**src/rtl/gray_ptr_receiver.sv**
```systemverilog
// Reader side of a Gray-coded pointer crossing: synchronizes a remote Gray
// count, decodes it, and reports the per-sample advance and backward moves.
module gray_ptr_receiver #(
    parameter int               WIDTH       = 4,
    parameter int               SYNC_STAGES = 2,
    parameter logic [WIDTH-1:0] RESET_VALUE = '0
) (
    input  logic             i_clk,
    input  logic             i_rst,
    input  logic [WIDTH-1:0] i_gray,
    input  logic             i_err_clr,
    output logic [WIDTH-1:0] o_gray_sync,
    output logic [WIDTH-1:0] o_bin,
    output logic             o_adv,
    output logic [WIDTH-1:0] o_delta,
    output logic             o_err
);

    function automatic logic [WIDTH-1:0] g2b(input logic [WIDTH-1:0] g);
        logic [WIDTH-1:0] b;
        b[WIDTH-1] = g[WIDTH-1];
        for (int i = WIDTH - 2; i >= 0; i--) begin
            b[i] = g[i] ^ b[i+1];
        end
        return b;
    endfunction

    localparam logic [WIDTH-1:0] BIN_RST = g2b(RESET_VALUE);

    logic [WIDTH-1:0] r_sync [SYNC_STAGES];
    logic [WIDTH-1:0] r_bin;
    logic [WIDTH-1:0] r_delta;
    logic             r_adv;
    logic             r_err;

    logic [WIDTH-1:0] w_nb;
    logic [WIDTH-1:0] w_delta;
    logic             w_back;

    // sync[0] takes the raw bus; no logic may sit ahead of it.
    always_ff @(posedge i_clk) begin
        if (i_rst) begin
            for (int k = 0; k < SYNC_STAGES; k++) begin
                r_sync[k] <= RESET_VALUE;
            end
        end else begin
            r_sync[0] <= i_gray;
            for (int k = 1; k < SYNC_STAGES; k++) begin
                r_sync[k] <= r_sync[k-1];
            end
        end
    end

    assign w_nb    = g2b(r_sync[SYNC_STAGES-1]);
    assign w_delta = w_nb - r_bin;
    // Deltas in the upper half of the ring can only be a backward move.
    assign w_back  = w_delta[WIDTH-1];

    always_ff @(posedge i_clk) begin
        if (i_rst) begin
            r_bin   <= BIN_RST;
            r_delta <= '0;
            r_adv   <= 1'b0;
            r_err   <= 1'b0;
        end else begin
            r_bin   <= w_nb;
            r_delta <= w_delta;
            r_adv   <= (w_nb != r_bin);
            if (w_back) begin
                r_err <= 1'b1;
            end else if (i_err_clr) begin
                r_err <= 1'b0;
            end
        end
    end

    assign o_gray_sync = r_sync[SYNC_STAGES-1];
    assign o_bin       = r_bin;
    assign o_delta     = r_delta;
    assign o_adv       = r_adv;
    assign o_err       = r_err;

endmodule

```
**config.mk**
```make
export PLATFORM = sky130hd
export DESIGN_NAME = gray_ptr_receiver
export DESIGN_NICKNAME = d
export VERILOG_FILES = /design/src/rtl/gray_ptr_receiver.sv
export SDC_FILE = /design/constraint.sdc
export NUM_CORES = 1
export LEC_CHECK = 0
export ABC_AREA = 0
export BUFFER_PORTS_ARGS = -buffer_cell sky130_fd_sc_hd__clkbuf_2
export CORE_MARGIN = 2
export CORE_UTILIZATION = 51
export DETAILED_ROUTE_END_ITERATION = 10
export PLACE_DENSITY_LB_ADDON = 0.25
export SLEW_MARGIN = 20
export SYNTH_ARGS = -nofsm -noshare
export SYNTH_HDL_FRONTEND = slang
export SYNTH_SLANG_ARGS = --single-unit
```
**constraint.sdc**
```tcl
create_clock -name i_clk -period 5.5 [get_ports i_clk]
set_clock_uncertainty 0.1 [all_clocks]
set_input_delay 1.1 -clock i_clk [delete_from_list [all_inputs] [get_ports i_clk]]
set_output_delay 1.1 -clock i_clk [all_outputs]
set_load 0.005 [all_outputs]
```
==> out/summary.log <==
[pwr] combinational cell fraction of total power 17.8%
[pwr] Flop pwr share 53.5%
[route] metal2 WL 463 µm
[route] routed metal-1 wirelength 448 µm
[pwr] P per Cell Area 333.4 nW/µm²
[synth] Yosys cell types 20
[worst_setup_path] Crit path arrival time 2.23 ns
[synth] register area share after synthesis 51.06%
[sta] Worst-Margin Slew 0.3539 ns
[cells_and_area] post-layout net count 96
[worst_setup_path] reg2reg setup slack 3.34 ns
[worst_setup_path] Max Fanout on Critical Path 6
[cells_and_area] signed area change from the synthesized netlist to the final layout 16.13%
[floorplanning] height of the chip 41.20 µm
[synth] cell count after synthesis 66
[min_path] worst hold stages 1
[global_route] largest net degree at the start of global routing 19
[cts] clock insertion delay at the later pin of the skew report 0.29 ns
[pwr] post-layout power 0.0002732 W
[sta] Final Critical Period 2.160 ns
[pwr] Net Switching 0.00006597 W
[cts] CTS tree done
[worst_setup_path] cell depth of the worst setup path 7
[worst_setup_path] worst-path cell chain xnor3_1 > xor2_1 > ha_1 > inv_1 > fa_1 > xnor2_1 > nor2_1
[synth] share of flip-flops with an asynchronous set or reset 0%
[cells_and_area] Fillers 126
[global_route] number of antenna violations at the first check in global routing 0
[cells_and_area] most common cell after layout, fill and taps aside clkbuf_2
[worst_setup_path] CP delay by family, top XOR/XNOR gates
[flow_run] total of max-cap violations 0
[global_route] total gr overflow 0
[cts] clock-pin slew on the worst setup and hold paths 0.10 ns
[sta] RSZ-0062 raised after global routing false
[pwr] Peak supply drop 0.2061 mV
[pwr] leakage dissipation 0.3941 nW
[placement] PortBufs 20
[worst_setup_path] end of the worst register-to-register path o_delta[2]
[synth] Post-Syn Area 705.7 µm²
[cts] H-Tree Level Count 1
[floorplanning] initial core utilization 54.23%
[sta] maximum achievable frequency 463.0 MHz
[worst_setup_path] start-to-end type of the worst setup path flip-flop to flip-flop
[sta] final setup fails 0
[route] number of nets still failing antenna checks after routing 0
[pwr] switching power share of the total 24.15%
[status] status complete, no violations
[worst_setup_path] library cell contributing the largest single delay on the critical path dfxtp_1
[floorplanning] overall die width 41.20 µm
[global_route] number of global-route vias before repair 434
[placement] weighted congestion at the end of routability-driven global placement 0.7684
[synth] Synthesized Nets 77
[worst_setup_path] required time at the endpoint of the critical path 5.57 ns
[worst_setup_path] source of the worst register-to-register timing path r_sync[0][7]
[worst_setup_path] Register-to-Register Path Depth 7
[global_route] All-Layer GR Usage 16.50%
[sta] max-slew violation total from the final report 0
[min_path] hold path startpoint r_sync[0][3]
[floorplanning] die outline area 1697 µm²
[cts] clock root buffer master clkbuf_4
[cts] number of buffers inserted during clock tree synthesis 3
[cells_and_area] number of antenna diodes 0
[sta] setup total negative slack 0 ns
[route] 1st-iter DRT viols 3
[synth] Post-Syn Area per Cell 10.69 µm²
[route] DRC violation count after routing 0
[synth] top cell type by total area after synthesis dfxtp_1
[worst_setup_path] type of origin of the critical path flip-flop
[route] Max Used Layer met4
[min_path] hold endpoint r_sync[0][7]
[cells_and_area] most used cells in the layout excluding fill and tap cells clkbuf_2, dfxtp_1, nor2b_1
[sta] portion of the clock cycle consumed by the worst path in the final layout 39.27%
[synth] count of flip-flops with a built-in enable after synthesis 0
[floorplanning] number of placement rows 13
[route] total routed wirelength 1.007 mm
[cts] clock sink count 18
[synth] flops & latches, synth 18
[floorplanning] ports placed on the boundary 21
[sta] count of final hold-check violations 0
[worst_setup_path] worst path buffer plus inverter count 1
[worst_setup_path] type of destination of the critical path flip-flop
[floorplanning] core region area 1301 µm²
[route] overall via count from detail_route 472
[synth] number of warnings printed during yosys synthesis 0
[sta] Max-Slew Margin vs Limit 76.41%
[cts] Bufs on Longest Clock Path 2
[global_route] first-pass GRT wire length 1.725 mm
[min_path] Tightest Hold Check Type flip-flop to flip-flop
[cts] number of buffers added for setup after CTS 0
[route] met3 wire length 65 µm
[pwr] cell internal pwr 0.0002073 W
[synth] fraction of post-synthesis cell area in the top cell type by area 51.06%
[synth] largest cells by area after synthesis dfxtp_1, nor2b_1, buf_4, ha_1, xnor2_1
[route] first drt pass iteration count 2
[synth] prevailing post-synth register cell dfxtp_1
[route] DR WL/cell 10.17 µm
[route] average vias per placed instance 4.768
[cts] Hold Buf Count CTS 0
[worst_setup_path] maximum single-stage delay on the critical path 0.47 ns
[cts] Resized Gates After CTS 0
[pwr] part of the total power dissipated in the clock network 28.7%
[cells_and_area] share of final-layout standard cells stronger than drive strength 1 29.76%
==> cell families after synthesis <==
logic type               share of synthesized area (%)
AO/OA/AOI/OAI                                    4.788
flip-flops                                       51.06
adder cells (fa/ha/maj)                          8.157
AND/OR/NAND/NOR                                  18.09
XOR/XNOR                                         9.398
buffers and inverters                            8.511
==> synthesized netlist by cell type (2+ instances only) <==
cell type	instances
nor2b_1	11
xnor2_1	3
nor2_1	4
xor2_1	2
ha_1	3
dfxtp_1	18
buf_4	5
inv_1	5
a21oi_1	2
nor3_1	3
==> metrics by stage <==
step	utilization, %	std cells	hold WS [ns]	setup slack, ns	cell area (µm²)
finish	62.98	99	0.3458	3.340	819.5
global route	62.98	99	0.3655	3.105	819.5
CTS	62.98	99	0.3500	3.314	819.5
detailed placement	60.19	95	0.3248	3.343	783.3
global placement	60.19	95	0.3196	3.387	783.3
floorplan	-	66	0.3138	3.473	705.7
==> power groups by stage <==
stage | sequential, W | combinational (W) | clock, W
global placement | 0.000149 | 0.0000482 | 0
global route | 0.000148 | 0.0000582 | 0.0000854
CTS | 0.000146 | 0.0000496 | 0.0000817
finish | 0.000146 | 0.0000487 | 0.0000784
detailed placement | 0.000149 | 0.0000493 | 0
floorplan | 0.000150 | 0.0000330 | 0
==> cell type report <==
| class | count | area [µm²] | share of cell area (%) |
|---|---|---|---|
| Sequential cell | 18 | 360.3 | 43.97 |
| Timing Repair Buffer | 20 | 100.1 | 12.21 |
| Clock buffer | 4 | 36.28 | 4.427 |
| Multi-Input combinational cell | 37 | 285.3 | 34.81 |
| Inverter | 5 | 18.77 | 2.290 |
| Tap cell | 15 | 18.77 | 2.290 |
==> worst max path at each step <==
| stage | startpoint | to | slack, ns |
|---|---|---|---|
| after floorplan | r_sync[0][7] | o_delta[2] | 3.47 |
| after global placement | r_sync[0][7] | o_delta[2] | 3.39 |
| after detailed placement | r_sync[0][7] | o_delta[2] | 3.34 |
| after CTS | r_sync[0][7] | o_delta[2] | 3.31 |
| after global routing | r_sync[0][7] | o_err | 3.10 |
| final | r_sync[0][7] | o_delta[2] | 3.34 |
==> registers in the layout, summed over array words and instances, names as in the netlist <==
| name | count |
|---|---|
| r_sync | 8 |
| o_err | 1 |
| o_bin | 4 |
| o_delta | 4 |
| o_adv | 1 |
==> routing by layer <==
metal | up-vias | GRT usage [%]
met1 | 208 | 18.52
met5 | - | 0
met3 | 4 | 3.261
met4 | 0 | 12.10
li1 | 246 | -
met2 | 14 | 27.34
No activity file was read; power rests on OpenSTA's default activity.
